`config.mk`:
```
export PLATFORM = sky130hd
export DESIGN_NAME = l2_sqrt_iter_flat
export DESIGN_NICKNAME = d
export VERILOG_FILES = /design/src/rtl/l2_sqrt_iter_if.sv /design/src/rtl/l2_sqrt_iter.sv /design/src/flat_wrapper.sv
export SDC_FILE = /design/constraint.sdc
export NUM_CORES = 1
export LEC_CHECK = 0
export ABC_AREA = 1
export CAP_MARGIN = 20
export CORE_ASPECT_RATIO = 1.2
export CORE_MARGIN = 1
export CORE_UTILIZATION = 60
export DETAILED_ROUTE_END_ITERATION = 6
export GPL_TIMING_DRIVEN = 0
export PLACE_DENSITY = 0.95
export SLEW_MARGIN = 25
export SYNTH_ARGS = -nofsm -noshare
export SYNTH_HDL_FRONTEND = slang
export SYNTH_SLANG_ARGS = --single-unit
```
`constraint.sdc`:
```
create_clock -name clk -period 3.5 [get_ports clk]
set_input_delay 0.35 -clock clk [delete_from_list [all_inputs] [get_ports clk]]
set_output_delay 0.35 -clock clk [all_outputs]
set_load 0.005 [all_outputs]
```
`src/rtl/l2_sqrt_iter_if.sv`:
```
// Handshake bundle between the sum-of-squares accumulator and the square-root stage.
// master: the upstream producer of operands and consumer of results.
// slave:  the square-root block itself.
interface l2_sqrt_iter_if #(
  parameter int unsigned IN_W = 20
);
  localparam int unsigned OUT_W = IN_W / 2;

  logic             valid_in;
  logic [IN_W-1:0]  sq_in;
  logic             ready_in;
  logic [OUT_W-1:0] f;
  logic [OUT_W:0]   rem;
  logic             valid_out;

  modport master (
    output valid_in,
    output sq_in,
    input  ready_in,
    input  f,
    input  rem,
    input  valid_out
  );

  modport slave (
    input  valid_in,
    input  sq_in,
    output ready_in,
    output f,
    output rem,
    output valid_out
  );
endinterface

```
`src/rtl/l2_sqrt_iter.sv`:
```
// Final stage of the L2-norm datapath: integer square root of the accumulated sum of
// squares, computed with a restoring digit-by-digit algorithm at one root bit per clock.
// Optional macro L2_SQRT_ROUND_EN rounds the reported root to nearest (saturating);
// the remainder is always relative to the floor root.
module l2_sqrt_iter #(
  parameter int unsigned IN_W = 20
) (
  input logic           clk,
  input logic           reset,
  l2_sqrt_iter_if.slave bus
);

  localparam int unsigned OUT_W = IN_W / 2;
  // Internal remainder / trial width: one guard bit above the worst-case remainder.
  localparam int unsigned RW    = OUT_W + 2;
  localparam int unsigned CW    = (OUT_W > 1) ? $clog2(OUT_W) : 1;

  typedef enum logic [1:0] {
    StIdle,
    StCalc,
    StDone
  } state_e;

  state_e           state_q, state_d;
  logic [IN_W-1:0]  op_q, op_d;
  logic [OUT_W-1:0] root_q, root_d;
  logic [RW-1:0]    prem_q, prem_d;
  logic [CW-1:0]    cnt_q, cnt_d;
  logic [OUT_W-1:0] f_q, f_d;
  logic [OUT_W:0]   rem_q, rem_d;
  logic             valid_q, valid_d;

  logic [RW-1:0]    rem_t;
  logic [RW-1:0]    trial;
  logic [RW-1:0]    diff;
  logic             take;
  logic [OUT_W-1:0] root_final;

  // One restoring step: bring down the next two operand bits and try to subtract {root,01}.
  // The partial remainder never exceeds 2*root, so dropping its top bits on the shift is
  // lossless.
  always_comb begin
    rem_t = RW'({prem_q, op_q[IN_W-1 -: 2]});
    trial = {root_q, 2'b01};
    diff  = rem_t - trial;
    take  = (rem_t >= trial);
  end

`ifdef L2_SQRT_ROUND_EN
  // Round to nearest: sqrt(x) >= r + 0.5 exactly when the floor remainder exceeds r.
  always_comb begin
    root_final = root_q;
    if ((prem_q > RW'(root_q)) && (root_q != {OUT_W{1'b1}})) begin
      root_final = root_q + OUT_W'(1);
    end
  end
`else
  assign root_final = root_q;
`endif

  // Next-state and datapath control for the IDLE -> CALC -> DONE sequence.
  always_comb begin
    state_d = state_q;
    op_d    = op_q;
    root_d  = root_q;
    prem_d  = prem_q;
    cnt_d   = cnt_q;
    f_d     = f_q;
    rem_d   = rem_q;
    valid_d = 1'b0;

    case (state_q)
      StIdle: begin
        if (bus.valid_in) begin
          op_d    = bus.sq_in;
          root_d  = '0;
          prem_d  = '0;
          cnt_d   = CW'(OUT_W - 1);
          state_d = StCalc;
        end
      end

      StCalc: begin
        prem_d = take ? diff : rem_t;
        root_d = {root_q[OUT_W-2:0], take};
        op_d   = op_q << 2;
        if (cnt_q == '0) begin
          state_d = StDone;
        end else begin
          cnt_d = cnt_q - CW'(1);
        end
      end

      StDone: begin
        f_d     = root_final;
        rem_d   = prem_q[OUT_W:0];
        valid_d = 1'b1;
        state_d = StIdle;
      end

      default: begin
        state_d = StIdle;
      end
    endcase
  end

  // State and datapath registers; reset aborts any operation in flight.
  always_ff @(posedge clk or posedge reset) begin
    if (reset) begin
      state_q <= StIdle;
      op_q    <= '0;
      root_q  <= '0;
      prem_q  <= '0;
      cnt_q   <= '0;
      f_q     <= '0;
      rem_q   <= '0;
      valid_q <= 1'b0;
    end else begin
      state_q <= state_d;
      op_q    <= op_d;
      root_q  <= root_d;
      prem_q  <= prem_d;
      cnt_q   <= cnt_d;
      f_q     <= f_d;
      rem_q   <= rem_d;
      valid_q <= valid_d;
    end
  end

  assign bus.ready_in  = (state_q == StIdle);
  assign bus.f         = f_q;
  assign bus.rem       = rem_q;
  assign bus.valid_out = valid_q;

endmodule

```
`src/flat_wrapper.sv`:
```
// flat-port wrapper written by rule: the top's interface ports become plain ports
module l2_sqrt_iter_flat 
#(
  parameter int unsigned IN_W = 20
)
  (clk, reset, bus_valid_in, bus_sq_in, bus_ready_in, bus_f, bus_rem, bus_valid_out);
  l2_sqrt_iter_if #(.IN_W(IN_W)) bus_i ();
  input logic clk;
  input logic reset;
  input wire logic [$bits(bus_i.valid_in)-1:0] bus_valid_in;
  input wire logic [$bits(bus_i.sq_in)-1:0] bus_sq_in;
  output wire logic [$bits(bus_i.ready_in)-1:0] bus_ready_in;
  output wire logic [$bits(bus_i.f)-1:0] bus_f;
  output wire logic [$bits(bus_i.rem)-1:0] bus_rem;
  output wire logic [$bits(bus_i.valid_out)-1:0] bus_valid_out;
  assign bus_i.valid_in = bus_valid_in;
  assign bus_i.sq_in = bus_sq_in;
  assign bus_ready_in = bus_i.ready_in;
  assign bus_f = bus_i.f;
  assign bus_rem = bus_i.rem;
  assign bus_valid_out = bus_i.valid_out;
  l2_sqrt_iter #(.IN_W(IN_W)) u_core (.clk(clk), .reset(reset), .bus(bus_i));
endmodule
```
# == Word-level counts from Yosys, hierarchy flattened ==
# Index checks and enable logic that the tools add are counted.
# totals
register_bits,69
inputBits,23
# op_classes
addsub,2
n_lt_le_gt_ge,1
eq_ne,5
mux,14
reduce_logical,6
# ops
cell,count
20-bit case mux with 2 select lines,1
11-bit two-way mux,2
11-bit case mux with 2 select lines,1
20-bit two-way mux,1
10-bit case mux with 2 select lines,1
12-bit >= comparator,1
11-bit subtractor,1
10-bit two-way mux,1
4-bit two-way mux,2
4-bit case mux with 2 select lines,1
4-bit logical NOT,1
2-bit two-way mux,2
"2-bit inequality test, second input constant",2
2-bit case mux with 2 select lines,1
2-bit AND reduction,2
"4-bit by 1-bit subtractor with 4-bit output, second input constant",1
3-bit AND reduction,1
"2-bit by 1-bit == test with 1-bit output, second input constant",1
"2-bit == test, second input constant",1
2-bit logical NOT,1
"2-bit by 1-bit inequality test with 1-bit output, second input constant",1
2-bit nonzero test,1
1-bit two-way mux,1

# == Longest topological paths before layout ==
# depth
word_depth,3
mapped_depth,13
mapped_depth_nobuf,12

# == Worst setup path before layout ==
# No wires, ideal clock.
# synth_path
path_type,register to register
startpoint,reg u_core.prem_q[1]
endpoint,reg u_core.prem_q[3]
arrival_time_ps,1529
required_ps,3382
slack_ps,1853
path_stages_with_launch,11
period_less_slack_ps,1647
cell_sequence,dfrtp_1 > ha_1 > nand2_1 > nand2_1 > inv_1 > nand3_2 > nand2_4 > nand3_4 > buf_12 > nor2_2 > o21ai_2
# synth_between
elab_chain_len,3
# synth_lines
element,line_no,text
from (decl),l2_sqrt_iter.sv:27,"logic [RW-1:0] prem_q, prem_d;"
from (signal assigned),l2_sqrt_iter.sv:122,prem_q <= prem_d;
11-bit subtractor / 12-bit >= comparator (equally long branches),"l2_sqrt_iter.sv:45, l2_sqrt_iter.sv:46",
11-bit two-way mux (*),l2_sqrt_iter.sv:84,prem_d = take ? diff : rem_t;
11-bit case mux with 2 select lines (*),l2_sqrt_iter.sv:72,case (state_q)
# Every way passes the cells marked *; elsewhere a longest branch is shown, timed or not.
# A chain may end at the register's enable or synchronous reset.

# == Final worst setup path ==
# layout_path
startpoint,reg u_core.state_q[0]
endpoint,out bus_ready_in
# layout_between
elab_chain_len,1
# layout_lines
element,line_no,text
from (decl),l2_sqrt_iter.sv:24,"state_e state_q, state_d;"
from (signal assigned),l2_sqrt_iter.sv:110,state_q <= StIdle;
from (signal assigned),l2_sqrt_iter.sv:119,state_q <= state_d;
2-bit logical NOT,l2_sqrt_iter.sv:130,assign bus.ready_in = (state_q == StIdle);
to (decl),flat_wrapper.sv:12,output wire logic [$bits(bus_i.ready_in)-1:0] bus_ready_in;
# No other way between the ends.

==> summary.md <==
| Metric | Value |
|---|---|
| Std cell rows | `30` |
| Root buffer cell | `clkbuf_8` |
| Fraction of layout instances using a drive strength above 1 | `0.1375` |
| Num ports | `46` |
| Final cycle utilization of the critical path | `0.5760` |
| Area growth syn-to-layout | `21.78%` |
| Setup Fix Bufs, Post-CTS | `0` |
| Final Util | `0.7745` |
| WP data required | `3.15 ns` |
| Crit-path cells | `nor2_1 > clkdlybuf4s50_1` |
| Post-synth EDFFs | `0` |
| Leakage power | `around 0.0022 uW` |
| Post-layout instance area | `roughly 4500 um^2` |
| Final Slew Violations | `0` |
| Clock-pin slew on the worst setup and hold paths | `0.08 ns` |
| Area contributors post-synth | `dfrtp_1 (47%), nand2_1 (13%), inv_1 (5.2%)` |
| Peak VDD IR | `0.7107 mV` |
| Post-synth top cells | `nand2_1 (127), dfrtp_1 (69), inv_1 (51), o21ai_0 (38), nor2_1 (26)` |
| Wire per inst | `14.76 um` |
| Gate Count Post-Synth | `447` |
| Post-synthesis area per instance | `8.224 um^2` |
| Detail Route Antenna Nets | `0` |
| Status | `finished, final reports clean` |
| Post-synth ARST share | `1.000` |
| DP HPWL | `approximately 6400 um` |
| Post-DP Area | `4249 um^2` |
| #FFs+latches synth | `69` |
| Max Cap Viol | `0` |
| Clk_lat worst skew | `0.36 ns` |
| Synthesized area | `3676 um^2` |
| Post-synth top flop | `dfrtp_1` |
| Vias | `3206` |
| Hold Crit Class | `primary input to asynchronous set/reset pin` |
| Dpl ws | `1.515 ns` |
| Starting Density | `0.6359` |
| Hold Fails Final Rpt | `0` |
| Residual DRC count | `0` |
| FILL cells | `395` |
| Crit-path max FO | `5` |
| Drt total wl | `8696 um` |
| CP Capture Type | `output port` |
| Seq/Total Area, Yosys | `0.4697` |
| Routed vias/inst | `approximately 5.4` |
| Post-route minimum period | `roughly 2.0 ns` |
| Worst-margin pin slew | `0.5118 ns` |
| Worst hold slack | `0.3410 ns` |
| First DRT Iteration DRCs | `roughly 180` |
| First-pass GRT wire length | `14600 um` |
| Setup Viol. Count Final | `0` |
| Crit Path Class | `flop to output port` |
| Sink Count | `a little under 70` |
| Gr ovfl total | `0` |
| Core Box Area | `around 5800 um^2` |
| Netlist cell types | `32` |
| Vias in the first global route | `3239` |
| Final nets | `541` |
| Slew Limit Headroom | `0.6588` |
| Hold-fix buffers at CTS | `0` |
| Critical-path top delay cell | `clkdlybuf4s50_1` |
| Final Worst Setup Slack | `1.484 ns` |
| Die Width | `73.46 um` |
| Mapped Nets | `484` |
| Most frequent cell after synthesis | `nand2_1` |
| Clk_skew | `0.01221 ns` |
| CP arrival | `1.67 ns` |
| Total negative slack | `0 ns` |
| PwrDens | `roughly 1200 nW/um^2` |
| CTS HTree Levels | `3` |
| FMAX | `0.4960 GHz` |
| Port buffer count | `45` |
| ANT cells | `0` |
| RSZ-0062 raised after global routing | `no` |
| R2R depth | `10` |
| Initial antenna violation count | `0` |
| Worst setup SP type | `flop` |
| Largest net degree at the start of global routing | `38` |
| CTS Buf Count | `9` |
| GPL Wtd Cong | `a little over 0.9` |
| Die area | `6445 um^2` |
| Height of the die | `87.75 um` |
| CTS resizes | `0` |
| Synthesis warning total | `0` |
| Critical Path Max Stage Delay | `0.56 ns` |
| GRT Util Overall | `0.3049` |
| CTS tree | `built` |
| First-pass iteration count of the detailed router | `4` |
| Synth area leader | `dfrtp_1` |
| Proportion of netlist area held by the largest area contributor | `0.4697` |
| CTS max path bufs | `2` |
[where the power goes]
part | total (uW) | internal [uW] | switching [uW] | leakage [uW]
registers | 1400 | 1170 | 231 | 0.000860
logic | 3090 | 1220 | 1870 | 0.00127
clock network | 740 | 410 | 329 | 0.000108
total | 5240 | 2800 | 2430 | 0.00224
[routing by layer]
metal / wire [um] / part of all wire / up-vias / track usage
met5: 0 / 0 / - / 0
met3: 417 / 0.048 / 40 / 0.05869
met4: 460 / 0.053 / 0 / 0.2098
met1: 3288 / 0.38 / 1488 / 0.3278
li1: - / - / 1553 / -
met2: 4529 / 0.52 / 125 / 0.5354
[layout make-up]
type | count | area [um^2] | share of cell area
buffer | 17 | 100.1 | 0.02236
clock buffer | 9 | 123.9 | 0.02767
clock inverter | 7 | 103.9 | 0.02320
inverter | 59 | 226.5 | 0.05059
multi-input combinational | 302 | 1625 | 0.3631
sequential | 69 | 1727 | 0.3857
tap | 80 | 100.1 | 0.02236
timing repair buffer | 46 | 470.5 | 0.1051
[critical path, delay by kind of cell, from the launching register on]
kind	cells	cell delay (ns)
buffers and inverters	1	0.56
DFF	1	0.47
and+or+nand+nor	1	0.28
[final timing paths]
path                       slack (ns)            startpoint                end
max reg2reg                      1.56  u_core.root_final[7]   u_core.prem_q[5]
max                              1.48     u_core.state_q[0]       bus_ready_in
max in group asynchronous        2.63                 reset  u_core.prem_q[10]
min in group clk                 0.48       u_core.cnt_q[3]    u_core.cnt_q[3]
min                              0.34                 reset   u_core.prem_q[1]
min reg2reg                      0.48       u_core.cnt_q[3]    u_core.cnt_q[3]
[layout by cell type (no fill, tap or decap), types with 3 or more instances in the layout]
master           instances
nand3_2                  9
nor2_4                   3
inv_1                   50
nand4_1                  9
clkdlybuf4s50_1         45
clkbuf_8                 9
nor2_1                  26
o21ai_2                  5
dfrtp_1                 69
clkbuf_1                 5
buf_2                    9
o22ai_1                 10
inv_2                    7
o21ai_0                 38
a21oi_1                 20
ha_1                    14
o21ai_1                  3
nand2_2                  8
nand3_1                 14
nand2_1                127
[registers in the layout, indices dropped and copies added, names as in the netlist]
signal	count
u_core.op_q	20
u_core.bus.rem	11
u_core.prem_q	11
u_core.bus.f	10
u_core.root_final	10
u_core.cnt_q	4
u_core.state_q	2
u_core.bus.valid_out	1
[per-stage QoR]
stage          power (uW)  std cells
6_report             5236        589
3_3_place_gp         4300        572
3_5_place_dp         4439        573
5_1_grt              5653        589
2_1_floorplan        3606        447
4_1_cts              5213        589
[cells by family after synthesis]
family / Yosys count / share of synthesized area
DFF: 69 / 0.4697
adders and majority gates: 14 / 0.04765
AOI/OAI and AO/OA: 81 / 0.1259
and+or+nand+nor: 203 / 0.2590
buffers and inverters: 76 / 0.08815
xor gates and xnor gates: 4 / 0.009532
Note: power is estimated with default switching activity, not from simulation.
